$ cat config.mk
export PLATFORM = sky130hd
export DESIGN_NAME = r4_butter_stream
export DESIGN_NICKNAME = d
export VERILOG_FILES = /design/src/rtl/r4_butter_stream.sv
export SDC_FILE = /design/constraint.sdc
export NUM_CORES = 1
export LEC_CHECK = 0
export CORE_UTILIZATION = 35
export CTS_CLUSTER_DIAMETER = 50
export CTS_CLUSTER_SIZE = 14
export DETAILED_ROUTE_END_ITERATION = 7
export DONT_BUFFER_PORTS = 1
export HOLD_SLACK_MARGIN = 0.06
export MAX_ROUTING_LAYER = met4
export SLEW_MARGIN = 20
export SYNTH_ARGS = -nofsm -noshare
export SYNTH_HDL_FRONTEND = slang
export SYNTH_SLANG_ARGS = --single-unit
$ cat constraint.sdc
create_clock -name CLOCK -period 3.5 [get_ports CLOCK]
set_input_delay 0.175 -clock CLOCK [delete_from_list [all_inputs] [get_ports CLOCK]]
set_output_delay 0.175 -clock CLOCK [all_outputs]
set_load 0.01 [all_outputs]
$ cat src/rtl/r4_butter_stream.sv
// Streaming radix-4 DIT butterfly: captures one complex input set, then emits X0..X3
// serially over a valid/ready handshake with W+2 bit full-precision results.
module r4_butter_stream #(
  parameter int W = 8
) (
  input  logic                CLOCK,
  input  logic                RESET,
  input  logic signed [W-1:0] xr0,
  input  logic signed [W-1:0] xi0,
  input  logic signed [W-1:0] xr1,
  input  logic signed [W-1:0] xi1,
  input  logic signed [W-1:0] xr2,
  input  logic signed [W-1:0] xi2,
  input  logic signed [W-1:0] xr3,
  input  logic signed [W-1:0] xi3,
  input  logic                inv,
  input  logic                scale,
  input  logic                in_valid,
  output logic                in_ready,
  output logic signed [W+1:0] Xr,
  output logic signed [W+1:0] Xi,
  output logic [1:0]          out_idx,
  output logic                out_last,
  output logic                out_valid,
  input  logic                out_ready
);

  localparam int E = W + 2;

  logic signed [W-1:0] hr0, hi0, hr1, hi1, hr2, hi2, hr3, hi3;
  logic                inv_q, scale_q, busy;
  logic [1:0]          idx;
  logic                accept, beat_take;

  function automatic logic signed [E-1:0] sx(input logic signed [W-1:0] v);
    return {{2{v[W-1]}}, v};
  endfunction

  // Handshake: a transfer happens on an edge where valid and ready are both high;
  // valid never waits on ready, and in_ready reopens during the final beat so
  // a new set can be accepted without an idle cycle.
  assign beat_take = busy & out_ready;
  assign in_ready  = ~busy | (beat_take & (idx == 2'd3));
  assign accept    = in_valid & in_ready;
  assign out_valid = busy;
  assign out_idx   = idx;
  assign out_last  = busy & (idx == 2'd3);

  always_ff @(posedge CLOCK) begin
    if (!RESET) begin
      hr0 <= '0; hi0 <= '0; hr1 <= '0; hi1 <= '0;
      hr2 <= '0; hi2 <= '0; hr3 <= '0; hi3 <= '0;
      inv_q   <= 1'b0;
      scale_q <= 1'b0;
      busy    <= 1'b0;
      idx     <= 2'd0;
    end else if (accept) begin
      hr0 <= xr0; hi0 <= xi0; hr1 <= xr1; hi1 <= xi1;
      hr2 <= xr2; hi2 <= xi2; hr3 <= xr3; hi3 <= xi3;
      inv_q   <= inv;
      scale_q <= scale;
      busy    <= 1'b1;
      idx     <= 2'd0;
    end else if (beat_take) begin
      if (idx == 2'd3) busy <= 1'b0;
      idx <= idx + 2'd1;
    end
  end

  logic signed [E-1:0] a0r, a0i, a1r, a1i, a2r, a2i, a3r, a3i;
  logic signed [E-1:0] sum_r, sum_i;
  logic [1:0]          sel;

  always_comb begin
    a0r = sx(hr0); a0i = sx(hi0);
    a1r = sx(hr1); a1i = sx(hi1);
    a2r = sx(hr2); a2i = sx(hi2);
    a3r = sx(hr3); a3i = sx(hi3);
    // The inverse transform only exchanges the X1 and X3 equations.
    sel = (inv_q && idx[0]) ? (idx ^ 2'd2) : idx;
    sum_r = '0;
    sum_i = '0;
    case (sel)
      2'd0: begin
        sum_r = a0r + a1r + a2r + a3r;
        sum_i = a0i + a1i + a2i + a3i;
      end
      2'd1: begin
        sum_r = a0r + a1i - a2r - a3i;
        sum_i = a0i - a1r - a2i + a3r;
      end
      2'd2: begin
        sum_r = a0r - a1r + a2r - a3r;
        sum_i = a0i - a1i + a2i - a3i;
      end
      default: begin
        sum_r = a0r - a1i - a2r + a3i;
        sum_i = a0i + a1r - a2i - a3r;
      end
    endcase
    Xr = scale_q ? (sum_r >>> 2) : sum_r;
    Xi = scale_q ? (sum_i >>> 2) : sum_i;
  end

endmodule

==> metrics.cfg, run 1 <==
[cells_and_area]
fillCellCount = 2589
drive_above_1_share = 0.268
diodes = 0
syn2layout_area_growth_pct = 33.9
finalNetCount = 1602
instances_no_fill = 1660

[yosys]
ys_seq_elements = 69
synth_common_cells = 184 x inv_1, 173 x nand2_1, 136 x fa_1
synthesis.area_um2 = 9550
ys.flop_type = dfxtp_1
synth_area_per_cell_um2 = 8.77
ys_seq_area_frac = 0.145
synth.distinct_cells = 63
yosysWarnings = 0
synthesis.nets = 1376
synth_edf_count = 0
async_flop_share = 0
synth_top_area_share = 0.285
yosysTopAreaCell = fa_1
yosysMostFrequentCell = inv_1
netlist_instances = 1089
synth_area_leaders = fa_1 29%, dfxtp_1 14%, ha_1 11%, inv_1 7.2%, nand2_1 6.8%

[status]
violations = negative setup slack
outcome = complete, but fails checks

[sta]
finalSetupTns_ns = -7.43
slew_viol_final = 0
relSlewSlack = 0.406
holdWs_ns = 0.0602
setup_viol = 20
timing.final.crit_share = 1.18
tightest_slew_ns = 0.889
finalWorstSetupSlack_ns = -0.615
hold_viol = 0
finalCriticalPeriod_ns = 4.11
max_freq_mhz = 243
rsz0062_at_grt = true
skew_ns = 0.00707

[clocking]
cts.clk_slew.worst_paths_ns = 0.06
cts.sinks = 69
clk_latency_ns = 0.35
cts_max_path_buffers = 2
root_buffer = clkbuf_16
cts_tree = done
h-tree-depth = 3
cts-buffers-inserted = 9

[pwr]
clockPowerShare = 0.153
pwr-share-seq = 0.147
internal-power_mw = 3.36
p_leak_nw = 5.64
p_per_area_nw_per_um2 = 472
switching_power_mw = 2.66
switching_share = 0.442
combPwrFrac = 0.700
ir_worst_vdd_mv = 0.290

[drt]
drt_first_iter_violations = 489
drcViolationCount = 0
vias = 8304
postRouteAntennaNets = 0
wl_per_cell_um = 18.7
wl_mm = 31.0
first_pass_iters = 5
drt-vias-per-instance = 5.00

[global_routing]
gr-total-overflow = 0
grt_pass1_vias = 8754
grt_pass1_wl_mm = 48.7
grt_max_degree = 68
antenna_found_initial = 1
grtUsageTotal = 0.239

[critical_path]
critical_path_class = flop to output port
startpoint_type = flop
critPathRequiredTime_ns = 3.32
crit_path_max_fanout = 4
crit_path_end_kind = output port
cp.arrival_ns = 3.94

[floorplanning]
rows = 60
die_area_um2 = 27900
io_pins = 95
die_y_um = 167
initial_utilization = 0.355
coreArea_um2 = 26900
fp.dieW_um = 167

[flow_run]
drv_cap = 0

[place]
dpl.cell_count = 1560
place_congestion = 0.964
pre_cts_slack_ns = -0.318
io_buffers = 0
hpwlAfterDp_mm = 25.5

[hold_path]
hp-class = input port to flop

## flip-flops by register name, summed over array words and instances, names as in the netlist
signal / cells
out_valid: 1
hi0: 8
hi3: 8
inv_q: 1
hr1: 8
hi2: 8
hr2: 8
hr0: 8
hi1: 8
hr3: 8
out_idx: 2
scale_q: 1
## power groups by stage
stage	logic, mW	registers, mW	clock network (mW)
after CTS	3.95	0.882	0.944
final	4.22	0.883	0.923
after detailed placement	3.64	0.899	0
after floorplan	2.44	0.902	0
after global routing	4.62	0.890	0.974
after global placement	3.59	0.897	0
## path summary, 6_finish.rpt
check,cells after the start,end,slack [ns],startpoint
worst max-delay path,15,Xi[6],-0.61,hi0[0]
worst min-delay path,2,hi2[0],0.06,xi2[0]
worst max register to register,8,hr0[0],0.76,out_idx[1]
worst min register to register,2,hr3[3],0.50,hr3[3]
## through the flow
| stage | instance area, um^2 | power (mW) | util |
|---|---|---|---|
| detailed placement | 11100 | 4.53 | 0.413 |
| global placement | 11100 | 4.49 | 0.413 |
| finish | 12800 | 6.03 | 0.475 |
| floorplan | 9600 | 3.34 | - |
| global route | 12800 | 6.48 | 0.475 |
| CTS | 12400 | 5.78 | 0.463 |
## critical path: stages, from the launching register on
cell	delay (ns)
dfxtp_4	0.36
fa_1	0.54
inv_1	0.05
fa_1	0.50
inv_2	0.05
ha_4	0.16
fa_2	0.40
a21oi_4	0.15
o211ai_1	0.14
or3_1	0.33
a32oi_1	0.21
o211ai_1	0.12
o21ai_1	0.20
buf_4	0.16
mux2i_2	0.05
buf_4	0.18
## metal layers
metal  global-route usage  up-vias  wire length, um
met1                0.286     3971            13300
li1                     -     4038                -
met2                0.384      233            14400
met4                0.145        0             2090
met5                    -        -                0
met3               0.0319       62             1320
## cell families (layout without fill, tap and decap cells)
kind of cell               Yosys count  after routing  share of synthesized area
buffers and inverters              215            445                     0.0882
muxes                               15             15                     0.0166
AOI/OAI and AO/OA                  236            236                      0.182
DFF                                 69             69                      0.145
adders and majority gates          217            217                      0.391
and+or+nand+nor                    281            281                      0.126
xor gates and xnor gates            56             56                     0.0514
## area by class of cell
type                            instances  area (um^2)  share of cell area
Clock buffer                           10          229              0.0179
Clock inverter                          5         52.6             0.00411
Inverter                              184          696              0.0544
Multi-Input combinational cell        805         7880               0.616
Sequential cell                        69         1410               0.111
Tap cell                              341          427              0.0334
Timing Repair Buffer                  246         2080               0.163
## repair_timing
| item | in CTS | in global routing |
|---|---|---|
| hold endpoints to repair | 69 | 1 |
| endpoints found under the setup margin | 20 | 20 |
| hold buffers | 64 | 1 |
| buffers inserted | 12 | 9 |
| resized for setup | 91 | 65 |
| pin swaps | 50 | 36 |
## cells in the final DEF (no fill, tap or decap), drive strengths merged, types with 7 or more instances in the layout
cell | Yosys | routed
nand3 | 23 | 23
nor2 | 35 | 35
a21boi | 67 | 67
xnor2 | 36 | 36
a222oi | 7 | 7
o2111ai | 12 | 12
ha | 81 | 81
a21o | 9 | 9
buf | 6 | 182
or3 | 12 | 12
o211ai | 12 | 12
dfxtp | 69 | 69
xor2 | 20 | 20
mux2 | 7 | 7
a211oi | 12 | 12
nor3 | 16 | 16
clkbuf | 25 | 10
inv | 184 | 184
nand2 | 173 | 173
fa | 136 | 136
a21oi | 43 | 43
o21ai | 31 | 31
mux2i | 8 | 8
dlygate4sd3 | 0 | 64
Note: power is estimated with default switching activity, not from simulation.
==> inputs of run 2 (changes only) <==
- REMOVE_ABC_BUFFERS: unset -> 1
==> run 2 against run 1 <==
Effect of this change: critical path type unchanged; routed wire length down 8.2%; highest routed layer unchanged; worst setup slack worse by 0.058 ns; sequential share of layout area down 0.097 points; fmax down 1.4%; first-iteration DRC count down 10%; the flow still finishes with violations (negative setup slack); utilization up 0.25 points; critical endpoint is now Xi[8]; combinational power down 1%; final cell count down 0.24%.
==> metrics.cfg, run 2 (same netlist as run 1, synthesis figures left out) <==
[sta]
finalSetupTns_ns = -7.96
holdWs_ns = 0.202
timing.final.crit_share = 1.19
relSlewSlack = 0.303
finalWorstSetupSlack_ns = -0.673
slew_viol_final = 0
finalCriticalPeriod_ns = 4.17
max_freq_mhz = 240
skew_ns = 0.00627
tightest_slew_ns = 1.05
rsz0062_at_grt = true
hold_viol = 0
setup_viol = 20

[place]
pre_cts_slack_ns = -0.555
io_buffers = 0
hpwlAfterDp_mm = 22.7
place_congestion = 0.878

[critical_path]
crit_path_max_fanout = 3
r2r_end = hr0[4]
crit_path_end_kind = output port
critPathRequiredTime_ns = 3.32
startpoint = hi1[0]
reg2regPathDepth = 7
r2r-start = out_idx[1]
critical_path_class = flop to output port
reg2reg_slack_ns = 1.32
cp.arrival_ns = 4.00
startpoint_type = flop
cp-endpoint = Xi[8]

[floorplanning]
die_area_um2 = 27900
fp.dieW_um = 167
die_y_um = 167
io_pins = 95
rows = 60
coreArea_um2 = 26900
initial_utilization = 0.355

[clocking]
root_buffer = clkbuf_16
cts_tree = done
h-tree-depth = 3
cts-buffers-inserted = 9
cts_max_path_buffers = 2
cts.sinks = 69
clk_latency_ns = 0.35
cts.clk_slew.worst_paths_ns = 0.06

[global_routing]
grt_max_degree = 69
grtUsageTotal = 0.219
gr-total-overflow = 0
grt_pass1_wl_mm = 45.8
grt_pass1_vias = 8548
antenna_found_initial = 0

[flow_run]
drv_cap = 0

[drt]
wl_mm = 28.5
postRouteAntennaNets = 0
drt_first_iter_violations = 440
drcViolationCount = 0
vias = 8169
drt-vias-per-instance = 4.93
first_pass_iters = 5
wl_per_cell_um = 17.2

[pwr]
p_per_area_nw_per_um2 = 471
p_leak_nw = 5.66
ir_worst_vdd_mv = 0.220

[cells_and_area]
layout_common_cells = 171 x nand2_1, 167 x inv_1, 155 x buf_4, 124 x fa_1, 68 x dlygate4sd3_1
final_common_cell = nand2_1
drive_above_1_share = 0.259
syn2layout_area_growth_pct = 34.6
finalNetCount = 1597
diodes = 0

[status]
violations = negative setup slack
outcome = complete, but fails checks

[hold_path]
hp-class = input port to flop

-- run 2: cell count changes in the layout (fill, tap and decap cells not counted), sizes merged --
cell and change:
clkbuf +3, buf -9, dlygate4sd3 +4, clkinv -2
-- run 2: power breakdown --
part	switching (mW)	total, mW	leakage [nW]	internal, mW
Combinational	2.19	4.17	4.93	1.98
Sequential	0.0500	0.882	0.574	0.832
Clock	0.387	0.997	0.152	0.610
-- run 2: metal layers --
metal  vias to the layer above  global-route usage  share of wire  routed length, um
met1                      3941               0.280           0.46              13100
met2                       163               0.371           0.48              13800
met5                         -                   -              0                  0
met4                         0              0.0515          0.022                637
li1                       4031                   -              -                  -
met3                        34              0.0236          0.035                998
-- run 2: worst min path at each step --
stage          cells after the start   from         end
2_1_floorplan                      1  RESET   out_valid
3_3_place_gp                       1  RESET   out_valid
3_5_place_dp                       1  RESET   out_valid
4_1_cts                            3  RESET  out_idx[1]
5_1_grt                            2  RESET      hi1[7]
6_report                           3  RESET  out_idx[0]
-- run 2: area by class of cell --
| type | count | area [um^2] |
|---|---|---|
| Clock buffer | 13 | 270 |
| Clock inverter | 3 | 42.5 |
| Fill cell | 2547 | 14000 |
| Inverter | 184 | 691 |
| Multi-Input combinational cell | 805 | 7920 |
| Sequential cell | 69 | 1410 |
| Tap cell | 341 | 427 |
| Timing Repair Buffer | 241 | 2090 |
-- run 2: timing repair --
item | CTS | global route
endpoints found under the setup margin | 20 | 20
hold buffers | 69 | 0
buffers inserted | 9 | 8
resized for setup | 109 | 61
hold endpoints to repair | 69 | 0
pin swaps | 61 | 44
-- run 2: worst max-delay path, cell delays in order, from the launching register on --
cell and delay [ns]:
dfxtp_2 0.34, inv_2 0.05, fa_1 0.52, inv_1 0.05, fa_1 0.48, inv_1 0.05
ha_2 0.18, fa_2 0.37, a21oi_4 0.17, o211ai_1 0.16, o41ai_2 0.25, xnor2_1 0.17
a221oi_2 0.08, a211o_1 0.37, buf_4 0.16, o22ai_4 0.12, buf_6 0.13
-- run 2: metrics by stage --
step	power, mW	instances	area, um^2	utilization
floorplan	3.30	1058	9400	-
global placement	4.33	1555	11000	0.411
detailed placement	4.37	1555	11000	0.411
CTS	5.80	1649	12500	0.467
global route	6.52	1656	12800	0.478
finish	6.05	1656	12800	0.478
